===== src/rtl/alarm_clock_pkg.sv =====
// Shared constants and types for the alarm clock.
//   CYCLES_PER_SEC_DEFAULT : default prescaler length (clocks per second tick)
//   *_WRAP                 : digit value at or above which a digit wraps to 0
//   HOUR_ONES_LAST         : hour ones value that ends the day when tens is at its wrap
//   hhmm_t                 : packed hours/minutes digits, used for time/alarm compare
package alarm_clock_pkg;

    localparam int CYCLES_PER_SEC_DEFAULT = 1;

    localparam int SEC_ONES_WRAP  = 9;
    localparam int SEC_TENS_WRAP  = 5;
    localparam int MIN_ONES_WRAP  = 9;
    localparam int MIN_TENS_WRAP  = 5;
    localparam int HOUR_ONES_WRAP = 7;
    localparam int HOUR_TENS_WRAP = 2;
    localparam int HOUR_ONES_LAST = 3;

    typedef struct packed {
        logic [1:0] h1;
        logic [2:0] h0;
        logic [3:0] m1;
        logic [3:0] m0;
    } hhmm_t;

endpackage


===== src/rtl/alarm_clock_digit.sv =====
// One decimal-ish time digit: counts up when enabled, wraps to 0 once it has
// reached WRAP (>= so an out-of-range loaded value also wraps), and signals a
// carry to the next digit in the same cycle it wraps.
//   i_clk, i_rst_n : clock, async active-low reset
//   i_en           : count enable (tick or carry from the lower digit)
//   i_force_wrap   : wrap on this enable regardless of value (day rollover)
//   i_load         : load i_load_val, takes priority over counting
//   o_q            : registered digit value
//   o_carry        : enabled and wrapping this cycle
module digit_counter
    import alarm_clock_pkg::*;
#(
    parameter int WIDTH = 4,
    parameter int WRAP  = SEC_ONES_WRAP
) (
    input  logic             i_clk,
    input  logic             i_rst_n,
    input  logic             i_en,
    input  logic             i_force_wrap,
    input  logic             i_load,
    input  logic [WIDTH-1:0] i_load_val,
    output logic [WIDTH-1:0] o_q,
    output logic             o_carry
);

    logic [WIDTH-1:0] r_q;
    logic             w_at_wrap;

    assign w_at_wrap = (r_q >= WIDTH'(WRAP)) || i_force_wrap;
    assign o_carry   = i_en && w_at_wrap;
    assign o_q       = r_q;

    always_ff @(posedge i_clk or negedge i_rst_n) begin
        if (!i_rst_n) begin
            r_q <= '0;
        end else if (i_load) begin
            r_q <= i_load_val;
        end else if (i_en) begin
            r_q <= w_at_wrap ? '0 : r_q + WIDTH'(1);
        end
    end

endmodule


===== src/rtl/alarm_clock.sv =====
// 24-hour alarm clock with HH:MM:SS digit outputs.
//   clock, reset        : clock, async active-low reset
//   H_in1..M_in0        : digits used by LD_time / LD_alarm
//   LD_time             : load hours/minutes, clear seconds and prescaler
//   LD_alarm            : load alarm hours/minutes
//   STOP_alarm          : clear latched alarm
//   Alarm_ON            : alarm enable (low also clears the latch)
//   Alarm               : latched alarm flag
//   H_out1..S_out0      : registered current time digits
module alarm_clock
    import alarm_clock_pkg::*;
#(
    parameter int CYCLES_PER_SEC = CYCLES_PER_SEC_DEFAULT
) (
    input  logic       clock,
    input  logic       reset,
    input  logic [1:0] H_in1,
    input  logic [2:0] H_in0,
    input  logic [3:0] M_in1,
    input  logic [3:0] M_in0,
    input  logic       LD_time,
    input  logic       LD_alarm,
    input  logic       STOP_alarm,
    input  logic       Alarm_ON,
    output logic       Alarm,
    output logic [1:0] H_out1,
    output logic [2:0] H_out0,
    output logic [3:0] M_out1,
    output logic [3:0] M_out0,
    output logic [3:0] S_out1,
    output logic [3:0] S_out0
);

    localparam int PRESC_W = (CYCLES_PER_SEC > 1) ? $clog2(CYCLES_PER_SEC) : 1;
    localparam logic [PRESC_W-1:0] PRESC_LAST = PRESC_W'(CYCLES_PER_SEC - 1);

    logic [PRESC_W-1:0] r_presc;
    logic               w_tick;
    logic               w_c_s0, w_c_s1, w_c_m0, w_c_m1, w_c_h0;
    logic               w_h_rollover;
    hhmm_t              r_alarm_time;
    hhmm_t              w_now;
    hhmm_t              w_in;
    logic               w_match;
    logic               r_alarm;

    // A load restarts the second, so the tick is suppressed in that cycle.
    assign w_tick = (r_presc == PRESC_LAST) && !LD_time;

    always_ff @(posedge clock or negedge reset) begin
        if (!reset) begin
            r_presc <= '0;
        end else if (LD_time || w_tick) begin
            r_presc <= '0;
        end else begin
            r_presc <= r_presc + PRESC_W'(1);
        end
    end

    // 23 -> 00: force hour ones to wrap; hour tens then wraps on its own carry.
    assign w_h_rollover = (H_out1 >= 2'(HOUR_TENS_WRAP)) && (H_out0 >= 3'(HOUR_ONES_LAST));

    digit_counter #(.WIDTH(4), .WRAP(SEC_ONES_WRAP)) u_s0 (
        .i_clk(clock), .i_rst_n(reset), .i_en(w_tick), .i_force_wrap(1'b0),
        .i_load(LD_time), .i_load_val(4'd0), .o_q(S_out0), .o_carry(w_c_s0));

    digit_counter #(.WIDTH(4), .WRAP(SEC_TENS_WRAP)) u_s1 (
        .i_clk(clock), .i_rst_n(reset), .i_en(w_c_s0), .i_force_wrap(1'b0),
        .i_load(LD_time), .i_load_val(4'd0), .o_q(S_out1), .o_carry(w_c_s1));

    digit_counter #(.WIDTH(4), .WRAP(MIN_ONES_WRAP)) u_m0 (
        .i_clk(clock), .i_rst_n(reset), .i_en(w_c_s1), .i_force_wrap(1'b0),
        .i_load(LD_time), .i_load_val(M_in0), .o_q(M_out0), .o_carry(w_c_m0));

    digit_counter #(.WIDTH(4), .WRAP(MIN_TENS_WRAP)) u_m1 (
        .i_clk(clock), .i_rst_n(reset), .i_en(w_c_m0), .i_force_wrap(1'b0),
        .i_load(LD_time), .i_load_val(M_in1), .o_q(M_out1), .o_carry(w_c_m1));

    digit_counter #(.WIDTH(3), .WRAP(HOUR_ONES_WRAP)) u_h0 (
        .i_clk(clock), .i_rst_n(reset), .i_en(w_c_m1), .i_force_wrap(w_h_rollover),
        .i_load(LD_time), .i_load_val(H_in0), .o_q(H_out0), .o_carry(w_c_h0));

    digit_counter #(.WIDTH(2), .WRAP(HOUR_TENS_WRAP)) u_h1 (
        .i_clk(clock), .i_rst_n(reset), .i_en(w_c_h0), .i_force_wrap(1'b0),
        .i_load(LD_time), .i_load_val(H_in1), .o_q(H_out1), .o_carry());

    assign w_in    = '{h1: H_in1, h0: H_in0, m1: M_in1, m0: M_in0};
    assign w_now   = '{h1: H_out1, h0: H_out0, m1: M_out1, m0: M_out0};
    assign w_match = (w_now == r_alarm_time) && (S_out1 == 4'd0) && (S_out0 == 4'd0);

    always_ff @(posedge clock or negedge reset) begin
        if (!reset) begin
            r_alarm_time <= '0;
            r_alarm      <= 1'b0;
        end else begin
            if (LD_alarm) begin
                r_alarm_time <= w_in;
            end
            if (STOP_alarm || !Alarm_ON) begin
                r_alarm <= 1'b0;
            end else if (w_match) begin
                r_alarm <= 1'b1;
            end
        end
    end

    assign Alarm = r_alarm;

endmodule


===== config.mk =====
export PLATFORM = sky130hd
export DESIGN_NAME = alarm_clock
export DESIGN_NICKNAME = d
export VERILOG_FILES = /design/src/rtl/alarm_clock_pkg.sv /design/src/rtl/alarm_clock_digit.sv /design/src/rtl/alarm_clock.sv
export SDC_FILE = /design/constraint.sdc
export NUM_CORES = 1
export LEC_CHECK = 0
export CAP_MARGIN = 20
export CORE_AREA = 2 2 87 89
export DETAILED_ROUTE_END_ITERATION = 7
export DIE_AREA = 0 0 89 91
export GPL_ROUTABILITY_DRIVEN = 0
export PLACE_DENSITY_LB_ADDON = 0.08
export SETUP_SLACK_MARGIN = 0.05
export SYNTH_ARGS = -nofsm -noshare
export SYNTH_HDL_FRONTEND = slang
export SYNTH_SLANG_ARGS = --single-unit
export TNS_END_PERCENT = 10

===== constraint.sdc =====
create_clock -name clock -period 3.8 [get_ports clock]
set_clock_uncertainty 0.1 [all_clocks]
set_input_delay 0.95 -clock clock [delete_from_list [all_inputs] [get_ports clock]]
set_output_delay 0.95 -clock clock [all_outputs]
set_load 0.03 [all_outputs]

== Word level (Yosys, flattened, before mapping) ==
Index checks and enable logic that the tools add are counted.
Widths: inputs -> output; s select.
Cells by class
  mux-type cells: 21
  reductions and logical operators: 23
  equality and inequality tests: 1
  bitwise operators: 1
  add/subtract/negate cells: 7
  order comparisons: 7
Operator list (count)
  $mux 4: 12
  $add 4x1->4 const B: 4
  $reduce_bool 2->1: 7
  $eq 13x13->1: 1
  $logic_and 1x1->1: 9
  $mux 3: 3
  $ge 4x3->1 const B: 2
  $ge 4x4->1 const B: 2
  $logic_not 4->1: 2
  $mux 2: 3
  $add 3x1->3 const B: 1
  $ge 3x2->1 const B: 1
  $ge 3x3->1 const B: 1
  $logic_or 1x1->1: 3
  $mux 1: 3
  $add 2x1->2 const B: 1
  $ge 2x2->1 const B: 1
  $logic_not 1->1: 2
  $add 1x1->1 const B: 1
  $not 1->1: 1
Word-level totals
  input port bits: 19
  output and inout bits: 22
  register bits after elaboration: 36
  logic and storage cells: 72

== Depth between registers and ports, before layout ==
  word-level depth: 9
  mapped depth: 8
  mapped depth without buffers: 7

== Cells and area by module ==
A second synthesis with hierarchy kept.
Second synthesis, totals
  cells, all modules: 220
  area, all modules: 2278.4 sq um
By module, submodules not included
  alarm_clock: cells an instance 54, area an instance 713.2 sq um, seq. area each 375.4 sq um, times used 1
  digit_counter (u_m1 ...): cells an instance 33, area an instance 317.8 sq um, seq. area each 100.1 sq um, times used 2
  digit_counter (u_m0 ...): cells an instance 34, area an instance 305.3 sq um, seq. area each 100.1 sq um, times used 2
  digit_counter (u_h0): cells an instance 20, area an instance 187.7 sq um, seq. area each 75.1 sq um, times used 1
  digit_counter (u_h1): cells an instance 12, area an instance 131.4 sq um, seq. area each 50.0 sq um, times used 1

== Worst setup path after synthesis ==
No wires, ideal clock.
  path kind: in2reg
  from: input port LD_time
  to: register u_m1.r_q[1], in the netlist u_m1.o_q[1]
  cell stages on the path: 7
  path slack: 1.474 ns
  library setup time: 0.126 ns
  path buffers: 2
  data required time: 3.574 ns
  arrival time: 2.100 ns
  path through: clkbuf_1 nor2_1 and3_1 buf_6 and3_4 and3_1 a221o_1
On the way
  cells in the longest elaborated chain, start to end: 6
  elaborated cells on any way between the ends: 7
  those cells by class: 1 x mux; 6 x reduce/logical
RTL lines
  start, declared: RTL line alarm_clock.sv:21  | input logic LD_time,
  $logic_not 1->1: RTL line alarm_clock.sv:48  | assign w_tick = (r_presc == PRESC_LAST) && !LD_time;
  $logic_and 1x1->1: RTL line alarm_clock.sv:48
  $logic_and 1x1->1 (3 in series): RTL line alarm_clock_digit.sv:30  | assign o_carry = i_en && w_at_wrap;
  $reduce_bool 2->1 (no line)
  end signal, assigned: RTL line alarm_clock_digit.sv:37  | r_q <= i_load_val;
  end signal, assigned: RTL line alarm_clock_digit.sv:39  | r_q <= w_at_wrap ? '0 : r_q + WIDTH'(1);
  end, declared: RTL line alarm_clock_digit.sv:26  | logic [WIDTH-1:0] r_q;
Several ways; a longest one is shown, not always the timed one.
A chain may end at the register's enable or synchronous reset.

== Worst setup path after layout ==
  from: register u_m1.r_q[0], in the netlist u_m1.o_q[0]
  to: output port M_out1[0]
RTL lines
  end, declared: RTL line alarm_clock.sv:28  | output logic [3:0] M_out1,
No word-level cell between the ends.

==> out/results.ini <==
[clock_network]
cts_setup_buffers=0
clkTransAtPathRegs_ns=0.07
clockBufferDepth=2
numCtsBuffers=5
cts_hold_buffers=0
cts_tree=yes
root_buffer=clkbuf_8
cts_sinks=36
cts_max_level=2
cts-resized-gates=0
insertion_delay_ns=0.29

[place]
dp_hpwl_um=3640
portBuffers=40
dp.cells=339
postPlaceCellArea_um2=2590

[critical_path]
reg2reg_slack_ns=1.57
reg2regPathDepth=7
crit_family=buffers and inverters
worst-path-buf-inv=1
crit_required_ns=2.75
cp_cell_sequence=clkdlybuf4s50_1
end_kind=output pin
cpMaxStageDelayCell=clkdlybuf4s50_1
worst-endpoint-arrival_ns=1.52
r2r-end=u_m1.o_q[1]$_DFFE_PN0P_
path_class=flop to output pin
r2r_start=u_s0.o_q[1]$_DFFE_PN0P_
cp-start-kind=flop
cp.depth=1
worst-path-max-fanout=8
max_stage_delay_ns=0.73

[yosys]
netlist_top_cells_count=dfrtp_1, ha_1, nor2_1
netlist_area_um2=2090
seq_area_frac_synth_pct=43.1
synth.avg_cell_area_um2=10.2
synth_nets=241
synth.most_common_cell=dfrtp_1
ys_seq_elements=36
yosys_warnings=0
synthTopCellsByArea=dfrtp_1, ha_1, mux2_2
yosysTopAreaCellShare_pct=43.1
synth_cell_types=35
async_reset_ff_share_pct=100
synth_edf_count=0
synthFlopType=dfrtp_1
yosys.area.top_type=dfrtp_1
syn_inst=205

[timing]
max_freq_mhz=389
finalSetupTns_ns=0
period_share_pct=67.7
tightest_slew_ns=0.836
slew_violations=0
rsz0062_at_grt=no
min_period_ns=2.57
hold_violations=0
setup_viol=0
slew-limit-headroom_pct=44.3

[run_status]
run_status=finished clean

[detailed_routing]
wl_per_cell_um=14.4
drt-initial-drc-count=85
dr.pass1.iters=2
routed_wl_um=5010
via_count=1650
ant_nets=0
vias_per_cell=4.76
drc=0

[die]
die_area_um2=8100
start_util_pct=29.3
design.core.area_um2=7140
io_pins=41
fp.dieW_um=89
core.rowCount=31
dieHeight_um=91

[grt]
grt_antenna_before_repair=0
grt_pass1_vias=1693
overflow=0
grt_max_degree=37
grt_pass1_wl_um=8490
grt.total_usage_pct=13.6

[layout]
drive_gt1_share_pct=9.68
final_util_pct=37.5
final_nets=283
instances_no_fill=347
antennaDiodeCount=0
synthToLayoutAreaGrowth_pct=28.1
design_area_um2=2680

[pwr]
leakage_nw=1.13
finalPower_mw=0.953
ir_worst_vdd_v=0.000151
p_per_area_nw_per_um2=356

[worst_hold_path]
hold_start=r_alarm_time[12]$_DFFE_PN0P_
holdPathEnd=r_alarm_time[12]$_DFFE_PN0P_
hold_path_depth=1
hp-class=flop to flop

[flow_run]
cap_viol_max_count=0

## flip-flops by register name (all words and copies together), names as in the netlist
register,cells
u_h1.o_q,2
u_m1.o_q,4
u_s0.o_q,4
u_h0.o_q,3
r_presc,1
Alarm,1
r_alarm_time,13
u_s1.o_q,4
u_m0.o_q,4
## worst max-delay path by stage
stage,start,end,slack [ns]
final,u_m1.o_q[0]$_DFFE_PN0P_,M_out1[0],1.23
after global routing,LD_time,u_m1.o_q[2]$_DFFE_PN0P_,1.16
after CTS,u_m1.o_q[0]$_DFFE_PN0P_,M_out1[0],1.20
after detailed placement,LD_time,u_h0.o_q[2]$_DFFE_PN0P_,1.02
after global placement,LD_time,u_h0.o_q[2]$_DFFE_PN0P_,1.05
after floorplan,LD_time,u_m1.o_q[1]$_DFFE_PN0P_,1.47
## power by group
part / leakage, nW / switching [mW] / total, mW / internal (mW)
Combinational: 0.643 / 0.109 / 0.213 / 0.104
Sequential: 0.444 / 0.0409 / 0.454 / 0.413
Clock: 0.0455 / 0.138 / 0.286 / 0.148
Total: 1.13 / 0.288 / 0.953 / 0.666
## final cells by class
type	instances	area [µm²]
Clock buffer	8	90.1
Sequential cell	36	901
Tap cell	99	124
Inverter	12	45.0
Fill cell	765	4460
Timing Repair Buffer	41	403
Multi-Input combinational cell	151	1110
## kinds of logic (layout without fill, tap and decap cells)
family                   Yosys count  in the layout  share of synthesized area, %
adder cells (fa/ha/maj)           17             17                          10.2
buffers and inverters             18             61                          3.59
other                              1              1                         0.179
XOR/XNOR                          13             13                          5.45
AO/OA/AOI/OAI                     41             41                          13.4
multiplexers                      15             15                          8.02
flip-flops                        36             36                          43.1
AND/OR/NAND/NOR                   64             64                          16.1
## through the flow
step	setup WS, ns	hold slack (ns)
after floorplan	1.47	0.401
after global placement	1.05	0.410
after detailed placement	1.02	0.418
after CTS	1.20	0.434
after global routing	1.16	0.447
final	1.23	0.428
## layout by cell type (no fill, tap or decap), types with 8 or more instances in the layout
cell	count
a21oi_1	14
ha_1	17
xnor2_1	8
clkdlybuf4s50_1	39
nor2_1	15
inv_1	12
nand2_1	12
mux2_2	14
dfrtp_1	36
## layer usage
metal  share of wire [%]  vias up  global-route usage [%]
li1                    -      820                       -
met1                  49      795                    18.9
met2                  46       29                    21.1
met3                 3.1        6                    3.27
met4                 1.3        0                    3.73
met5                   0        -                       0
(Power assumes the default switching activity.)
